<file path="config.mk">
export PLATFORM = sky130hd
export DESIGN_NAME = if_stage_flat
export DESIGN_NICKNAME = d
export VERILOG_FILES = /design/src/rtl/if_stage_if.sv /design/src/rtl/if_stage.sv /design/src/flat_wrapper.sv
export SDC_FILE = /design/constraint.sdc
export NUM_CORES = 1
export LEC_CHECK = 0
export BUFFER_PORTS_ARGS = -buffer_cell sky130_fd_sc_hd__buf_2
export CAP_MARGIN = 20
export CORE_MARGIN = 2
export CORE_UTILIZATION = 57
export CTS_BUF_LIST = sky130_fd_sc_hd__clkbuf_4 sky130_fd_sc_hd__clkbuf_8 sky130_fd_sc_hd__clkbuf_16
export DETAILED_ROUTE_END_ITERATION = 8
export PLACE_DENSITY_LB_ADDON = 0.1
export RECOVER_POWER = 25
export SLEW_MARGIN = 5
export SYNTH_ARGS = -nofsm -noshare
export SYNTH_HDL_FRONTEND = slang
export SYNTH_SLANG_ARGS = --single-unit
</file>
<file path="constraint.sdc">
create_clock -name clk -period 6.03 [get_ports clk]
set_clock_uncertainty 0.05 [all_clocks]
set_input_delay 0 -clock clk [delete_from_list [all_inputs] [get_ports clk]]
set_output_delay 0 -clock clk [all_outputs]
set_load 0.05 [all_outputs]
</file>
<file path="src/rtl/if_stage_if.sv">
// Instruction-SRAM request/response bus between the fetch stage and the SRAM.
interface if_stage_if;
  logic        inst_req;
  logic [31:0] inst_addr;
  logic        inst_addr_ok;
  logic        inst_data_ok;
  logic [31:0] inst_rdata;

  modport master (output inst_req, inst_addr, input inst_addr_ok, inst_data_ok, inst_rdata);
  modport slave  (input inst_req, inst_addr, output inst_addr_ok, inst_data_ok, inst_rdata);
endinterface

</file>
<file path="src/rtl/if_stage.sv">
// MIPS instruction-fetch stage: one outstanding SRAM request, one output buffer,
// branch/jump redirect taking effect after the delay slot.
module if_stage #(
  parameter logic [31:0] RESET_PC = 32'hbfc00000
) (
  input  logic        clk,
  input  logic        resetn,
  input  logic        ID_stall,
  input  logic [31:0] ID_pc,
  input  logic        ID_br_taken,
  input  logic        ID_br_type,
  input  logic        ID_j_type,
  input  logic        ID_jr_type,
  input  logic [15:0] ID_br_index,
  input  logic [25:0] ID_j_index,
  input  logic [31:0] ID_jr_index,
  if_stage_if.master  isram,
  output logic [31:0] IF_pc,
  output logic [31:0] IF_inst
);

  localparam logic [1:0] S_IDLE = 2'd0;
  localparam logic [1:0] S_REQ  = 2'd1;
  localparam logic [1:0] S_WAIT = 2'd2;

  logic [1:0]  state;
  logic [31:0] fetch_pc, issued_pc, out_pc, out_inst, ds_pc, tgt;
  logic        out_valid, pend;
  logic        consume, redirect, fire, data_in, ds_issued, pend_hit;
  logic [31:0] pc4, target;

  function automatic logic [31:0] branch_target(input logic [31:0] base,
                                                input logic [15:0] off);
    logic signed [31:0] soff;
    soff = {{14{off[15]}}, off, 2'b00};
    return base + $unsigned(soff);
  endfunction

  always_comb begin
    consume  = out_valid & ~ID_stall;
    redirect = ((ID_br_type & ID_br_taken) | ID_j_type | ID_jr_type) & ~ID_stall;
    pc4      = ID_pc + 32'd4;
    if (ID_jr_type)
      target = ID_jr_index;
    else if (ID_j_type)
      target = {pc4[31:28], ID_j_index, 2'b00};
    else
      target = branch_target(pc4, ID_br_index);
    // Delay slot already in flight or delivered: the redirect can apply at once.
    ds_issued = (fetch_pc == pc4 + 32'd4);
    pend_hit  = pend & (fetch_pc == ds_pc);

    isram.inst_req  = (state == S_REQ) & (~out_valid | consume) & ~redirect;
    isram.inst_addr = fetch_pc;
    fire    = isram.inst_req & isram.inst_addr_ok;
    data_in = (state == S_WAIT) & isram.inst_data_ok;

    IF_inst = out_valid ? out_inst : 32'd0;
    IF_pc   = out_valid ? out_pc   : RESET_PC;
  end

  always_ff @(posedge clk or negedge resetn) begin
    if (!resetn) begin
      state     <= S_IDLE;
      fetch_pc  <= RESET_PC;
      out_valid <= 1'b0;
      pend      <= 1'b0;
    end else begin
      case (state)
        S_IDLE:  state <= S_REQ;
        S_REQ:   if (fire) state <= S_WAIT;
        S_WAIT:  if (data_in) state <= S_REQ;
        default: state <= S_IDLE;
      endcase

      if (fire)
        fetch_pc <= pend_hit ? tgt : fetch_pc + 32'd4;
      else if (redirect && ds_issued)
        fetch_pc <= target;

      if (fire && pend_hit)
        pend <= 1'b0;
      else if (redirect && !ds_issued)
        pend <= 1'b1;

      if (data_in)
        out_valid <= 1'b1;
      else if (consume)
        out_valid <= 1'b0;
    end
  end

  // Datapath registers carry no reset; their validity is qualified by control state.
  always_ff @(posedge clk) begin
    if (fire)
      issued_pc <= fetch_pc;
    if (data_in) begin
      out_inst <= isram.inst_rdata;
      out_pc   <= issued_pc;
    end
    if (redirect && !ds_issued) begin
      ds_pc <= pc4;
      tgt   <= target;
    end
  end

endmodule

</file>
<file path="src/flat_wrapper.sv">
// flat-port wrapper written by rule: the top's interface ports become plain ports
module if_stage_flat 
#(
  parameter logic [31:0] RESET_PC = 32'hbfc00000
)
  (clk, resetn, ID_stall, ID_pc, ID_br_taken, ID_br_type, ID_j_type, ID_jr_type, ID_br_index, ID_j_index, ID_jr_index, IF_pc, IF_inst, isram_inst_req, isram_inst_addr, isram_inst_addr_ok, isram_inst_data_ok, isram_inst_rdata);
  if_stage_if isram_i ();
  input  logic clk;
  input  logic resetn;
  input  logic ID_stall;
  input  logic [31:0] ID_pc;
  input  logic ID_br_taken;
  input  logic ID_br_type;
  input  logic ID_j_type;
  input  logic ID_jr_type;
  input  logic [15:0] ID_br_index;
  input  logic [25:0] ID_j_index;
  input  logic [31:0] ID_jr_index;
  output logic [31:0] IF_pc;
  output logic [31:0] IF_inst;
  output wire logic [$bits(isram_i.inst_req)-1:0] isram_inst_req;
  output wire logic [$bits(isram_i.inst_addr)-1:0] isram_inst_addr;
  input wire logic [$bits(isram_i.inst_addr_ok)-1:0] isram_inst_addr_ok;
  input wire logic [$bits(isram_i.inst_data_ok)-1:0] isram_inst_data_ok;
  input wire logic [$bits(isram_i.inst_rdata)-1:0] isram_inst_rdata;
  assign isram_inst_req = isram_i.inst_req;
  assign isram_inst_addr = isram_i.inst_addr;
  assign isram_i.inst_addr_ok = isram_inst_addr_ok;
  assign isram_i.inst_data_ok = isram_inst_data_ok;
  assign isram_i.inst_rdata = isram_inst_rdata;
  if_stage #(.RESET_PC(RESET_PC)) u_core (.clk(clk), .resetn(resetn), .ID_stall(ID_stall), .ID_pc(ID_pc), .ID_br_taken(ID_br_taken), .ID_br_type(ID_br_type), .ID_j_type(ID_j_type), .ID_jr_type(ID_jr_type), .ID_br_index(ID_br_index), .ID_j_index(ID_j_index), .ID_jr_index(ID_jr_index), .isram(isram_i), .IF_pc(IF_pc), .IF_inst(IF_inst));
endmodule
</file>
==> results.cfg <==
[drt]
detailedRoute.firstIterationViolations = 998
met2_wirelength_microns = 18400
drc = 0
wirelength_met1_microns = 16400
detailroute.via_count = 11074
route.final.wire_length_microns = 39000
wl_met3_microns = 2730
post_drt_via_cell_ratio = 6.03
wl_per_cell_microns = 21.2
highest-signal-layer = met4
antenna_left = 0
drt-pass1-iter-count = 7

[yosys]
synth_async_sr_flop_share_pct = 18.4
synth_area_sq_mm = 0.0129
number_of_instances_in_the_synthesized_netlist = 1255
synth.yosys.seq_area_share_pct = 44.3
synth-warning-count = 0
yosysUniqueCellTypes = 89
synth_enable_flop_cells = 160
synth_fp_nets = 1435
post-synth-top-area-fraction_pct = 37.2
synth.area.top_cells = sky130_fd_sc_hd__edfxtp_1 37%, sky130_fd_sc_hd__xnor2_1 7.0%, sky130_fd_sc_hd__dfrtp_1 5.2%
library_cell_with_the_largest_summed_area_after_synthesis = sky130_fd_sc_hd__edfxtp_1
yosys_register_bits = 196
post_synth.cell_area_avg_sq_um = 10.3
synth-main-ff-cell = sky130_fd_sc_hd__edfxtp_1

[clock_tree]
clock_sinks = 196
cts_root_buffer = sky130_fd_sc_hd__clkbuf_16
cts_tree = done
htreeDepth = 4
tritoncts_buffer_count = 17
post-cts-setup-buffer-count = 0
clk_latency_ns = 0.44
cts.clk_slew.worst_paths_ns = 0.08
cts_buffer_depth = 2

[cells_and_area]
layout.cells.most_common_list = 239 x sky130_fd_sc_hd__buf_2, 160 x sky130_fd_sc_hd__edfxtp_1, 103 x sky130_fd_sc_hd__xnor2_1, 88 x sky130_fd_sc_hd__nand2_1, 86 x sky130_fd_sc_hd__dlygate4sd3_1
antenna_cells = 0
final-instance-count-excl-fill = 1837
final_layout_size_suffix_gt1_share_pct = 21.9
layout.core_utilization_pct = 70.1
layout.nets = 1719
mostFrequentLayoutCell = sky130_fd_sc_hd__buf_2
areaGrowthSynthToFinish_pct = 21.7
post_route_standard_cell_area_excluding_fillers_sq_mm = 0.0157

[global_route]
grt_max_degree = 65
grt_pass1_wl_microns = 59700
grt_ovf = 0
first_global_vias = 10739
number_of_antenna_violations_at_the_first_check_in_global_routing = 0
grt_use_total_pct = 32.5

[setup_path]
regToRegStartpoint = u_core.isram.inst_addr[2]
cp_cell_sequence = dlygate4sd3_1 -> buf_2 -> ha_2 -> nand3_1 -> nor4_4 -> xnor2_1 -> inv_1 -> ha_1 -> and3_1 -> and3_1 -> a32oi_1 -> nand3_1 -> o21ai_0 -> nand2_1 -> a21boi_0 -> xor2_1 -> o21ai_0 -> mux2i_1 -> dlygate4sd3_1 -> inv_1
crit_path_end = u_core.tgt[26]
critPathLaunchType = input port
reg2reg_slack_ns = 2.31
critical_path_arrival_ns = 5.66
path_delay_family = buffers and inverters
r2r-end = u_core.isram.inst_addr[3]
critical_path.max_fanout = 19
worst-path-stages = 20
depth_of_the_worst_register_to_register_path = 11
critPathKind = in -> reg
worst_path_largest_cell_delay_ns = 0.60
worstPathRequired_ns = 6.18
element_type_at_the_critical_path_end = flop
worst_path_max_delay_cell = sky130_fd_sc_hd__dlygate4sd3_1
cp.buffers_inverters = 5
crit_path_start = ID_pc[2]

[power_and_ir_drop]
vdd.ir_drop.worst_uv = 200
power_frac_seq_pct = 40.1
cellLeakagePower_nw = 6.32
sw_frac_of_total_pct = 40.4
power.total_mw = 4.82
comb_power_share_pct = 36.2
pwr_cell_area_mw_per_mm2 = 307
net-switching-power_mw = 1.94
internal-power_mw = 2.87
power.share.clock_pct = 23.7

[floorplanning]
ioPinCount = 244
coreArea_sq_mm = 0.0224
die_height_microns = 155
die_width_microns = 155
floorplan.initialDensity_pct = 57.6
row_count = 55
die-area_sq_mm = 0.0239

[placed_design]
place_congestion = 0.972
placed_cells = 1719
count_of_buffers_from_port_buffering = 243
dpl_cell_area_sq_mm = 0.0143
pre_cts_slack_ns = 0.827
dpl.hpwl_microns = 28200

[sta]
max_slew_violations = 37
hold_violations = 0
grt_setup_unrepaired = false
final_min_period_over_clock_period_pct = 91.4
slew_headroom_pct = -48.0
totalNegativeSetupSlack_ns = 0
final-setup-viol-count = 0
finalCriticalPeriod_ns = 5.51
setup_slack_ns = 0.520
fmaxAchievable_mhz = 182
holdWs_ns = 0.0247
max_slew.worst_pin.slew_ns = 2.22

[min_path]
worst_hold_startpoint = ID_j_index[18]
worstHoldPathType = in -> reg

[status]
violations = capacitance limit, slew limit
outcome = complete, but fails checks

[job]
timing.max_cap.violations = 1
-- flip-flops by register name, indices dropped and copies added, names as in the netlist --
signal and cells:
u_core.pend 1, u_core.out_inst 32, u_core.isram.inst_addr 32, u_core.out_pc 32, u_core.state 2, u_core.issued_pc 32
u_core.ds_pc 32, u_core.tgt 32, u_core.out_valid 1
-- layer usage --
metal	global-route usage, %	vias up
li1	-	5228
met1	43.2	5189
met2	54.7	569
met3	4.06	88
met4	12.8	0
met5	0	-
-- worst reg2reg max path: stages (launching register included) --
cell and delay [ns]:
sky130_fd_sc_hd__dfrtp_1 0.33, sky130_fd_sc_hd__clkbuf_1 0.46, sky130_fd_sc_hd__and3_1 0.26, sky130_fd_sc_hd__o2111ai_1 0.19
sky130_fd_sc_hd__a2111o_1 0.45, sky130_fd_sc_hd__a2111oi_4 0.24, sky130_fd_sc_hd__o2111ai_1 0.25, sky130_fd_sc_hd__nor4_4 0.35
sky130_fd_sc_hd__and4b_1 0.41, sky130_fd_sc_hd__buf_4 0.32, sky130_fd_sc_hd__nor3_1 0.10, sky130_fd_sc_hd__a211oi_1 0.24
-- Yosys cell counts, drive strengths merged, types with 5 or more instances --
| cell type | count |
|---|---|
| xnor2 | 103 |
| edfxtp | 160 |
| nand4 | 34 |
| a21o | 19 |
| nand3b | 6 |
| a31oi | 6 |
| a21oi | 45 |
| xnor3 | 9 |
| mux2i | 12 |
| and2 | 65 |
| ha | 32 |
| a221o | 7 |
| nor3 | 47 |
| nand3 | 35 |
| o21bai | 5 |
| dfrtp | 27 |
| o21a | 5 |
| and3 | 18 |
| o21ai | 69 |
| o2111ai | 7 |
| clkbuf | 45 |
| and4 | 10 |
| inv | 62 |
| buf | 30 |
| or3 | 9 |
| or2 | 5 |
| nor2 | 69 |
| a221oi | 22 |
| xor2 | 35 |
| mux2 | 13 |
| o211ai | 8 |
| nor4 | 21 |
| dfstp | 9 |
| nand2b | 17 |
| nand2 | 89 |
| a211oi | 16 |
-- area by class of cell --
class | count | area [sq um]
Clock buffer | 17 | 425
Clock inverter | 15 | 186
Fill cell | 1731 | 6710
Inverter | 62 | 233
Multi-Input combinational cell | 922 | 6650
Sequential cell | 196 | 5720
Tap cell | 285 | 357
Timing Repair Buffer | 340 | 2150
-- power by group through the flow --
stage / registers (mW) / clock network, mW / logic, mW
floorplan: 2.05 / 0 / 1.07
global placement: 1.94 / 0 / 1.65
detailed placement: 1.96 / 0 / 1.67
CTS: 1.93 / 1.16 / 1.73
global route: 1.95 / 1.21 / 1.87
finish: 1.93 / 1.14 / 1.75
-- how the worst min path moves through the flow --
stage / to / slack [ns] / cells past startpoint
CTS: u_core.tgt[20] / 0.001 / 4
finish: u_core.tgt[20] / 0.02 / 4
floorplan: u_core.isram.inst_addr[0] / -0.35 / 0
global placement: u_core.isram.inst_addr[30] / 0.12 / 1
detailed placement: u_core.isram.inst_addr[30] / 0.12 / 1
global route: u_core.tgt[17] / 0.03 / 4
-- cells by family after synthesis --
group	after synthesis	synth area share, %
xor+xnor	147	11.0
simple gates	446	19.2
buf+inv	137	4.45
compound gates	271	15.8
mux	25	2.06
fa+ha+maj	33	3.25
flops	196	44.3
-- timing repair --
| item | 4_1_cts | 5_1_grt |
|---|---|---|
| hold endpoints to repair | 110 | 0 |
| resized for setup | 0 | 1 |
| hold buffers | 86 | 0 |
| endpoints found under the setup margin | 0 | 1 |
(Power assumes the default switching activity.)
